[config.mk]
export PLATFORM = sky130hd
export DESIGN_NAME = multicycle_ctrl
export DESIGN_NICKNAME = d
export VERILOG_FILES = /design/src/rtl/mc_pkg.sv /design/src/rtl/mc_decode.sv /design/src/rtl/multicycle_ctrl.sv
export SDC_FILE = /design/constraint.sdc
export NUM_CORES = 1
export LEC_CHECK = 0
export CAP_MARGIN = 0
export CORE_AREA = 5 5 47 49
export DETAILED_ROUTE_END_ITERATION = 6
export DIE_AREA = 0 0 52 54
export DONT_BUFFER_PORTS = 1
export MAX_ROUTING_LAYER = met4
export PLACE_DENSITY = 0.61
export SETUP_SLACK_MARGIN = 0.5
export SKIP_LAST_GASP = 1
export SYNTH_ARGS = -nofsm -noshare
export SYNTH_HDL_FRONTEND = slang
export SYNTH_SLANG_ARGS = --single-unit
[constraint.sdc]
create_clock -name clk -period 2.9 [get_ports clk]
set_clock_uncertainty 0.2 [all_clocks]
set_input_delay 0.58 -clock clk [delete_from_list [all_inputs] [get_ports clk]]
set_output_delay 0.58 -clock clk [all_outputs]
set_load 0.05 [all_outputs]
[src/rtl/mc_pkg.sv]
// ----------------------------------------------------------------------------
// mc_pkg
// Shared types and encodings for the multicycle RV32I-subset controller:
// FSM state enum, instruction classes, opcode/funct localparams and the
// ALUctrl / ImmSrc / ResultSrc encodings seen by the datapath.
// No ports (package).
// ----------------------------------------------------------------------------
package mc_pkg;

    // State encoding is visible on state_o, so the values are fixed.
    typedef enum logic [2:0] {
        S_IDLE   = 3'd0,
        S_FETCH  = 3'd1,
        S_DECODE = 3'd2,
        S_EXEC   = 3'd3,
        S_MEM    = 3'd4,
        S_WB     = 3'd5,
        S_TRAP   = 3'd7
    } state_t;

    typedef enum logic [2:0] {
        CLS_R,
        CLS_I,
        CLS_LW,
        CLS_SW,
        CLS_BR,
        CLS_JAL,
        CLS_LUI,
        CLS_ILL
    } iclass_t;

    // Opcodes
    localparam logic [6:0] OP_R   = 7'b0110011;
    localparam logic [6:0] OP_I   = 7'b0010011;
    localparam logic [6:0] OP_LW  = 7'b0000011;
    localparam logic [6:0] OP_SW  = 7'b0100011;
    localparam logic [6:0] OP_BR  = 7'b1100011;
    localparam logic [6:0] OP_JAL = 7'b1101111;
    localparam logic [6:0] OP_LUI = 7'b0110111;

    // funct3 / funct7 values
    localparam logic [2:0] F3_ADD  = 3'b000;
    localparam logic [2:0] F3_SLT  = 3'b010;
    localparam logic [2:0] F3_OR   = 3'b110;
    localparam logic [2:0] F3_AND  = 3'b111;
    localparam logic [2:0] F3_WORD = 3'b010;
    localparam logic [2:0] F3_BEQ  = 3'b000;
    localparam logic [2:0] F3_BNE  = 3'b001;
    localparam logic [6:0] F7_BASE = 7'b0000000;
    localparam logic [6:0] F7_ALT  = 7'b0100000;

    // ALUctrl
    localparam logic [2:0] ALU_ADD = 3'b000;
    localparam logic [2:0] ALU_SUB = 3'b001;
    localparam logic [2:0] ALU_AND = 3'b010;
    localparam logic [2:0] ALU_OR  = 3'b011;
    localparam logic [2:0] ALU_SLT = 3'b101;

    // ImmSrc
    localparam logic [2:0] IMM_I = 3'b000;
    localparam logic [2:0] IMM_S = 3'b001;
    localparam logic [2:0] IMM_B = 3'b010;
    localparam logic [2:0] IMM_J = 3'b011;
    localparam logic [2:0] IMM_U = 3'b100;

    // ResultSrc
    localparam logic [1:0] RES_ALU = 2'b00;
    localparam logic [1:0] RES_MEM = 2'b01;
    localparam logic [1:0] RES_PC4 = 2'b10;

endpackage

[src/rtl/mc_decode.sv]
// ----------------------------------------------------------------------------
// mc_decode
// Combinational instruction decoder for the multicycle controller. Maps the
// instruction register contents to an instruction class plus the ALU and
// immediate controls. Anything outside the supported subset (opcode, funct3
// or funct7) decodes to CLS_ILL with legal=0.
// Ports:
//   instr   in  32  instruction register contents
//   iclass  out     instruction class (mc_pkg::iclass_t)
//   aluctrl out  3  ALU operation
//   immsrc  out  3  immediate format
//   alusrc  out  1  ALU operand B: 0=RD2, 1=ImmOp
//   legal   out  1  instruction is in the supported subset
// ----------------------------------------------------------------------------
module mc_decode
    import mc_pkg::*;
(
    input  logic [31:0] instr,
    output iclass_t     iclass,
    output logic [2:0]  aluctrl,
    output logic [2:0]  immsrc,
    output logic        alusrc,
    output logic        legal
);

    logic [6:0] opcode;
    logic [2:0] funct3;
    logic [6:0] funct7;
    logic       unused_instr_bits;

    assign opcode = instr[6:0];
    assign funct3 = instr[14:12];
    assign funct7 = instr[31:25];
    // Register indices are consumed by the datapath, not by control.
    assign unused_instr_bits = ^{instr[24:15], instr[11:7]};

    always_comb begin
        // NOTE: every output gets a default before the case so that no path
        // leaves a variable unassigned, which would infer a latch.
        iclass  = CLS_ILL;
        aluctrl = ALU_ADD;
        immsrc  = IMM_I;
        alusrc  = 1'b0;
        case (opcode)
            OP_R: begin
                if (funct7 == F7_BASE) begin
                    case (funct3)
                        F3_ADD:  begin iclass = CLS_R; aluctrl = ALU_ADD; end
                        F3_AND:  begin iclass = CLS_R; aluctrl = ALU_AND; end
                        F3_OR:   begin iclass = CLS_R; aluctrl = ALU_OR;  end
                        F3_SLT:  begin iclass = CLS_R; aluctrl = ALU_SLT; end
                        default: ;
                    endcase
                end else if (funct7 == F7_ALT && funct3 == F3_ADD) begin
                    iclass  = CLS_R;
                    aluctrl = ALU_SUB;
                end
            end
            OP_I: begin
                alusrc = 1'b1;
                case (funct3)
                    F3_ADD:  begin iclass = CLS_I; aluctrl = ALU_ADD; end
                    F3_AND:  begin iclass = CLS_I; aluctrl = ALU_AND; end
                    F3_OR:   begin iclass = CLS_I; aluctrl = ALU_OR;  end
                    F3_SLT:  begin iclass = CLS_I; aluctrl = ALU_SLT; end
                    default: ;
                endcase
            end
            OP_LW: begin
                alusrc = 1'b1;
                if (funct3 == F3_WORD) iclass = CLS_LW;
            end
            OP_SW: begin
                alusrc = 1'b1;
                immsrc = IMM_S;
                if (funct3 == F3_WORD) iclass = CLS_SW;
            end
            OP_BR: begin
                aluctrl = ALU_SUB;
                immsrc  = IMM_B;
                if (funct3 == F3_BEQ || funct3 == F3_BNE) iclass = CLS_BR;
            end
            OP_JAL: begin
                iclass = CLS_JAL;
                immsrc = IMM_J;
            end
            OP_LUI: begin
                // Datapath forces ALU operand A to zero, so add yields ImmOp.
                iclass = CLS_LUI;
                alusrc = 1'b1;
                immsrc = IMM_U;
            end
            default: ;
        endcase
    end

    assign legal = (iclass != CLS_ILL);

endmodule

[src/rtl/multicycle_ctrl.sv]
// ----------------------------------------------------------------------------
// multicycle_ctrl
// Sequencer for the multicycle RV32I-subset core. Steps the shared datapath
// through IDLE -> FETCH -> DECODE -> EXEC -> (MEM) -> (WB) and drives every
// enable and mux select. Instruction and data accesses share one memory port
// through mem_req/mem_ack. Unsupported instructions park the FSM in TRAP
// with the sticky illegal flag set; only reset leaves TRAP.
// Outputs are decoded combinationally from the state register, instr, Eq and
// mem_ack; state and illegal are the only control registers.
// Optional build macro: MC_PERF_CNT_EN adds the cyc_cnt / ret_cnt counters.
// Ports:
//   clk, rst             clock (rising edge), async active-low reset
//   instr[DW]            instruction register contents (valid from DECODE)
//   Eq                   ALU equality flag
//   mem_ack              memory access complete (looked at only while mem_req)
//   mem_req, mem_we      memory request / write strobe
//   AdrSrc               memory address: 0=PC, 1=ALU result
//   IRWrite, PCWrite     instruction register / PC load
//   PCsrc                0=PC+4, 1=PC+ImmOp
//   RegWrite             register file write enable
//   ResultSrc[2]         00=ALU, 01=memory data, 10=PC+4
//   ALUsrc, ALUctrl[3]   ALU operand B select and operation
//   ImmSrc[3]            immediate format
//   state_o[3]           current state encoding
//   retired              one-cycle pulse per completed instruction
//   illegal              sticky, set on entering TRAP
//   cyc_cnt, ret_cnt[DW] active-cycle / retired-instruction counters (macro)
// ----------------------------------------------------------------------------
module multicycle_ctrl
    import mc_pkg::*;
#(
    parameter int DW = 32
) (
    input  logic          clk,
    input  logic          rst,
    input  logic [DW-1:0] instr,
    input  logic          Eq,
    input  logic          mem_ack,
    output logic          mem_req,
    output logic          mem_we,
    output logic          AdrSrc,
    output logic          IRWrite,
    output logic          PCWrite,
    output logic          PCsrc,
    output logic          RegWrite,
    output logic [1:0]    ResultSrc,
    output logic          ALUsrc,
    output logic [2:0]    ALUctrl,
    output logic [2:0]    ImmSrc,
    output logic [2:0]    state_o,
    output logic          retired,
    output logic          illegal
`ifdef MC_PERF_CNT_EN
    ,
    output logic [DW-1:0] cyc_cnt,
    output logic [DW-1:0] ret_cnt
`endif
);

    state_t     state;
    iclass_t    iclass;
    logic [2:0] dec_aluctrl;
    logic [2:0] dec_immsrc;
    logic       dec_alusrc;
    logic       dec_legal;
    logic       is_bne;

    mc_decode u_decode (
        .instr   (instr[31:0]),
        .iclass  (iclass),
        .aluctrl (dec_aluctrl),
        .immsrc  (dec_immsrc),
        .alusrc  (dec_alusrc),
        .legal   (dec_legal)
    );

    // funct3[0] separates bne from beq once the class is known to be a branch.
    assign is_bne  = instr[12];
    assign state_o = state;

    // NOTE: state registers use non-blocking assignments so every flop samples
    // the pre-edge values, independent of statement order.
    always_ff @(posedge clk or negedge rst) begin
        if (!rst) begin
            state   <= S_IDLE;
            illegal <= 1'b0;
        end else begin
            case (state)
                S_IDLE:   state <= S_FETCH;
                S_FETCH:  if (mem_ack) state <= S_DECODE;
                S_DECODE: begin
                    if (!dec_legal) begin
                        state   <= S_TRAP;
                        illegal <= 1'b1;
                    end else begin
                        state <= S_EXEC;
                    end
                end
                S_EXEC: begin
                    case (iclass)
                        CLS_LW, CLS_SW: state <= S_MEM;
                        CLS_BR:         state <= S_FETCH;
                        default:        state <= S_WB;
                    endcase
                end
                S_MEM:    if (mem_ack) state <= (iclass == CLS_SW) ? S_FETCH : S_WB;
                S_WB:     state <= S_FETCH;
                S_TRAP:   state <= S_TRAP;
                default: begin
                    // Unused encoding: treat like an illegal instruction.
                    state   <= S_TRAP;
                    illegal <= 1'b1;
                end
            endcase
        end
    end

    always_comb begin
        mem_req   = 1'b0;
        mem_we    = 1'b0;
        AdrSrc    = 1'b0;
        IRWrite   = 1'b0;
        PCWrite   = 1'b0;
        PCsrc     = 1'b0;
        RegWrite  = 1'b0;
        ResultSrc = RES_ALU;
        ALUsrc    = 1'b0;
        ALUctrl   = ALU_ADD;
        ImmSrc    = IMM_I;
        retired   = 1'b0;

        // ALU/immediate controls follow the decoded instruction for its whole
        // execution so address and result paths stay stable through MEM/WB.
        if (state == S_EXEC || state == S_MEM || state == S_WB) begin
            ALUsrc  = dec_alusrc;
            ALUctrl = dec_aluctrl;
            ImmSrc  = dec_immsrc;
        end

        case (state)
            S_FETCH: begin
                mem_req = 1'b1;
                IRWrite = mem_ack;
            end
            S_EXEC: begin
                if (iclass == CLS_BR) begin
                    PCWrite = 1'b1;
                    PCsrc   = is_bne ? !Eq : Eq;
                    retired = 1'b1;
                end
            end
            S_MEM: begin
                mem_req = 1'b1;
                AdrSrc  = 1'b1;
                mem_we  = (iclass == CLS_SW);
                if (iclass == CLS_SW && mem_ack) begin
                    PCWrite = 1'b1;
                    retired = 1'b1;
                end
            end
            S_WB: begin
                RegWrite = 1'b1;
                PCWrite  = 1'b1;
                retired  = 1'b1;
                PCsrc    = (iclass == CLS_JAL);
                case (iclass)
                    CLS_LW:  ResultSrc = RES_MEM;
                    CLS_JAL: ResultSrc = RES_PC4;
                    default: ResultSrc = RES_ALU;
                endcase
            end
            default: ;
        endcase
    end

`ifdef MC_PERF_CNT_EN
    always_ff @(posedge clk or negedge rst) begin
        if (!rst) begin
            cyc_cnt <= '0;
            ret_cnt <= '0;
        end else begin
            if (state != S_IDLE && state != S_TRAP) cyc_cnt <= cyc_cnt + DW'(1);
            if (retired) ret_cnt <= ret_cnt + DW'(1);
        end
    end
`endif

endmodule

==> impl_summary.log <==
INFO  metric result_of_the_run = finished clean
INFO  metric power.total = 0.974 mW
INFO  metric synth_top_flop_cell = sky130_fd_sc_hd__dfrtp_1
INFO  metric grt_pass1_vias = 972
INFO  metric tightestPinTransition = 478 ps
INFO  metric crit_fanout = 2
INFO  metric register_bit_count_reported_by_yosys = 4
INFO  metric finalCritPeriodShare = 0.978
INFO  metric synth_area_per_cell = 7.04 sq um
INFO  metric crit_slowest_cell = sky130_fd_sc_hd__or4_4
INFO  metric reg2reg_setup_slack = 1170 ps
INFO  metric synth_top_cell_by_area = sky130_fd_sc_hd__dfrtp_1
INFO  metric drt_drc_violations_left = 0
INFO  metric detailroute.via_count = 1,041
INFO  metric die_h = 54 microns
INFO  metric synth_area = 802 sq um
INFO  metric nNetsFinal = 181
INFO  metric die_width = 52 microns
INFO  metric post_route_hold_slack = 403 ps
INFO  metric timing.final.crit_period = 2830 ps
INFO  metric number_of_flops_mapped_to_enable_cells_by_yosys = 0
INFO  metric ff2ff_path_depth = 5
INFO  metric reg2reg_from = state_o[2]
INFO  metric syn-instance-count = 114
INFO  metric global_route_wire_length_before_repair = 4280 microns
INFO  metric worst_setup_hold_path_clk_slew = 40 ps
INFO  metric drt_iter0_drc = 24
INFO  metric post-synth-top-count-cell = sky130_fd_sc_hd__nor2_1
INFO  metric antenna_found_initial = 0
INFO  metric core_region_area = 1820 sq um
INFO  metric grt_max_degree = 12
INFO  metric floorplan.initialDensity = 0.440
INFO  metric yosys-top-cells-area = sky130_fd_sc_hd__dfrtp_1 12%, sky130_fd_sc_hd__nor2_1 8.4%, sky130_fd_sc_hd__buf_6 5.6%
INFO  metric buffer_levels_on_the_longest_clock_path = 2
INFO  metric place.detailed.instances = 149
INFO  metric routed_wl = 3130 microns
INFO  metric rr_endpoint = state_o[0]
INFO  metric max_freq = 353 MHz
INFO  metric stdcell_area = 1480 sq um
INFO  metric synth_largest_type_area_fraction = 0.125
INFO  metric cell_leakage_power = 0.515 nW
INFO  metric drive_above_1_share = 0.563
INFO  metric clock_sinks = 4
INFO  metric final_max_slew_viol_count = 0
INFO  metric tritoncts.num_buffers = 3
INFO  metric max_stage_delay = 550 ps
INFO  metric io-pin-count = 57
INFO  metric tritoncts = yes
INFO  metric crit_path_start_kind = input port
INFO  metric crit_required = 2120 ps
INFO  metric rsz0062_at_grt = true
INFO  metric ant_nets = 0
INFO  metric fp.dieArea = 2810 sq um
INFO  metric path_class = in2out
INFO  metric p_per_area = 658 nW/um^2
INFO  metric asyncSetResetFlopFracSynth = 1.00
INFO  metric end_kind = primary output
INFO  metric dp_hpwl = 2030 microns
INFO  metric fin_util = 0.812
INFO  metric ys_types = 43
INFO  metric path_buf_inv = 2
INFO  metric most_numerous_cell_types_in_the_synthesized_netlist = 18 x sky130_fd_sc_hd__nor2_1, 12 x sky130_fd_sc_hd__nand2_1, 8 x sky130_fd_sc_hd__a21oi_1, 6 x sky130_fd_sc_hd__inv_1, 6 x sky130_fd_sc_hd__nor3_1
INFO  metric cp-startpoint = instr[28]
INFO  metric setup_viol = 0
INFO  metric slew_headroom = 0.681
INFO  metric finalWeightedCongestion = 0.801
INFO  metric routed_wire_length_per_instance = 18.3 microns
INFO  metric place.port_buffers = 0
INFO  metric post_layout_nonfiller_instances = 171
INFO  metric worst_setup_path_endpoint = ALUctrl[2]
INFO  metric cp_cell_sequence = or4_4 -> o41ai_4 -> nand4_1 -> buf_4 -> nor4_4 -> buf_12
INFO  metric detail_route.first_pass.iterations = 4
INFO  metric synth_fp_nets = 150
INFO  metric timing.max_cap.violations = 0
INFO  metric worst_hold_startpoint = mem_ack
INFO  metric critPathTopFamily = simple AND/OR/NAND/NOR gates
INFO  metric num_antenna_cells = 0
INFO  metric synth-seq-area-share = 0.125
INFO  metric crit_path_depth = 6
INFO  metric place_area = 1190 sq um
INFO  metric worst-endpoint-arrival = 2050 ps
INFO  metric ir_drop = 956 uV
INFO  metric rows = 16
INFO  metric syn_to_layout_area_delta = 84.4%
INFO  metric grtUsageTotal = 0.205
INFO  metric clock_insertion_delay_worst_skew = 230 ps
INFO  metric synth_warnings = 0
INFO  metric h-tree-depth = 1
INFO  metric min-delay-path-class = in2reg
INFO  metric leftover_overflow_at_the_end_of_global_routing = 0
INFO  metric cts-root-buf = sky130_fd_sc_hd__clkbuf_4
INFO  metric hold_viol = 0
INFO  metric vias_per_cell = 6.09
## worst min-delay path by stage
stage                 endpoint  slack (ps)  cells past startpoint
floorplan              illegal          80                      0
global placement    state_o[1]          80                      0
detailed placement  state_o[1]          80                      0
CTS                 state_o[0]         400                      3
global route        state_o[1]         400                      1
finish              state_o[0]         400                      3
## layout make-up
type,instances,area (sq um)
Fill cell,108,343
Clock buffer,4,26.3
Tap cell,27,33.8
Sequential cell,4,111
Inverter,6,30.0
Multi-Input combinational cell,97,926
Timing Repair Buffer,33,352
## flip-flops by register name, indices dropped and copies added, names as in the netlist
signal,flops
illegal,1
state_o,3
## what timing repair did
item | CTS | global route
hold buffers | 1 | 0
hold endpoints to repair | 4 | 0
resized for setup | 15 | 17
endpoints found under the setup margin | 13 | 14
buffers inserted | 10 | 7
pin swaps | 12 | 10
## cell families (layout without fill, tap and decap cells)
| group | after synthesis | count (layout) | share of synthesized area |
|---|---|---|---|
| xor gates and xnor gates | 2 | 2 | 0.0218 |
| and+or+nand+nor | 65 | 65 | 0.456 |
| buffers and inverters | 13 | 43 | 0.112 |
| DFF | 4 | 4 | 0.125 |
| AOI/OAI and AO/OA | 29 | 29 | 0.273 |
| muxes | 1 | 1 | 0.0125 |
## placed cells by master, fill, tap and decap left out, types with 2 or more instances in the layout
cell                       synthesis  routed
sky130_fd_sc_hd__buf_4             3      19
sky130_fd_sc_hd__buf_6             4       7
sky130_fd_sc_hd__a21oi_4           0       3
sky130_fd_sc_hd__dfrtp_4           0       3
sky130_fd_sc_hd__nor3_1            6       2
sky130_fd_sc_hd__buf_12            0       6
sky130_fd_sc_hd__inv_1             6       3
sky130_fd_sc_hd__a21oi_1           8       5
sky130_fd_sc_hd__nor4_4            0       4
sky130_fd_sc_hd__clkbuf_4          0       3
sky130_fd_sc_hd__nand2_1          12      11
sky130_fd_sc_hd__xnor2_1           2       2
sky130_fd_sc_hd__nand4_1           3       3
sky130_fd_sc_hd__o21ai_1           0       2
sky130_fd_sc_hd__nor3_4            0       4
sky130_fd_sc_hd__nor2_1           18      12
sky130_fd_sc_hd__o211ai_1          2       2
sky130_fd_sc_hd__a31o_1            2       2
sky130_fd_sc_hd__or3_4             0       2
sky130_fd_sc_hd__nor2_4            0       5
sky130_fd_sc_hd__nand3_1           4       4
## tightest hold or removal path, delay by kind of cell
kind | cells | cell delay (ps)
AND/OR/NAND/NOR | 1 | 40
AO/OA/AOI/OAI | 2 | 160
## power by group
part	internal, mW	total [mW]	leakage [nW]	switching, mW
sequential	0.0928	0.258	0.0417	0.165
clock	0.0516	0.0738	0.0150	0.0222
combinational	0.243	0.642	0.459	0.399
total	0.388	0.974	0.515	0.586
## stage by stage
step / worst slack (ps) / TNS [ps]
after floorplan: -110 / -291
after global placement: 46.7 / 0
after detailed placement: 49.4 / 0
after CTS: 74.4 / 0
after global routing: -6.41 / -6.41
final: 65.0 / 0
## layer usage
layer / vias to the layer above / GRT usage / share of wire
met1: 481 / 0.253 / 0.39
met4: 0 / 0.0699 / 0.022
met2: 62 / 0.343 / 0.50
met5: - / - / 0
met3: 8 / 0.0249 / 0.086
li1: 490 / - / -
Note: power is estimated with default switching activity, not from simulation.
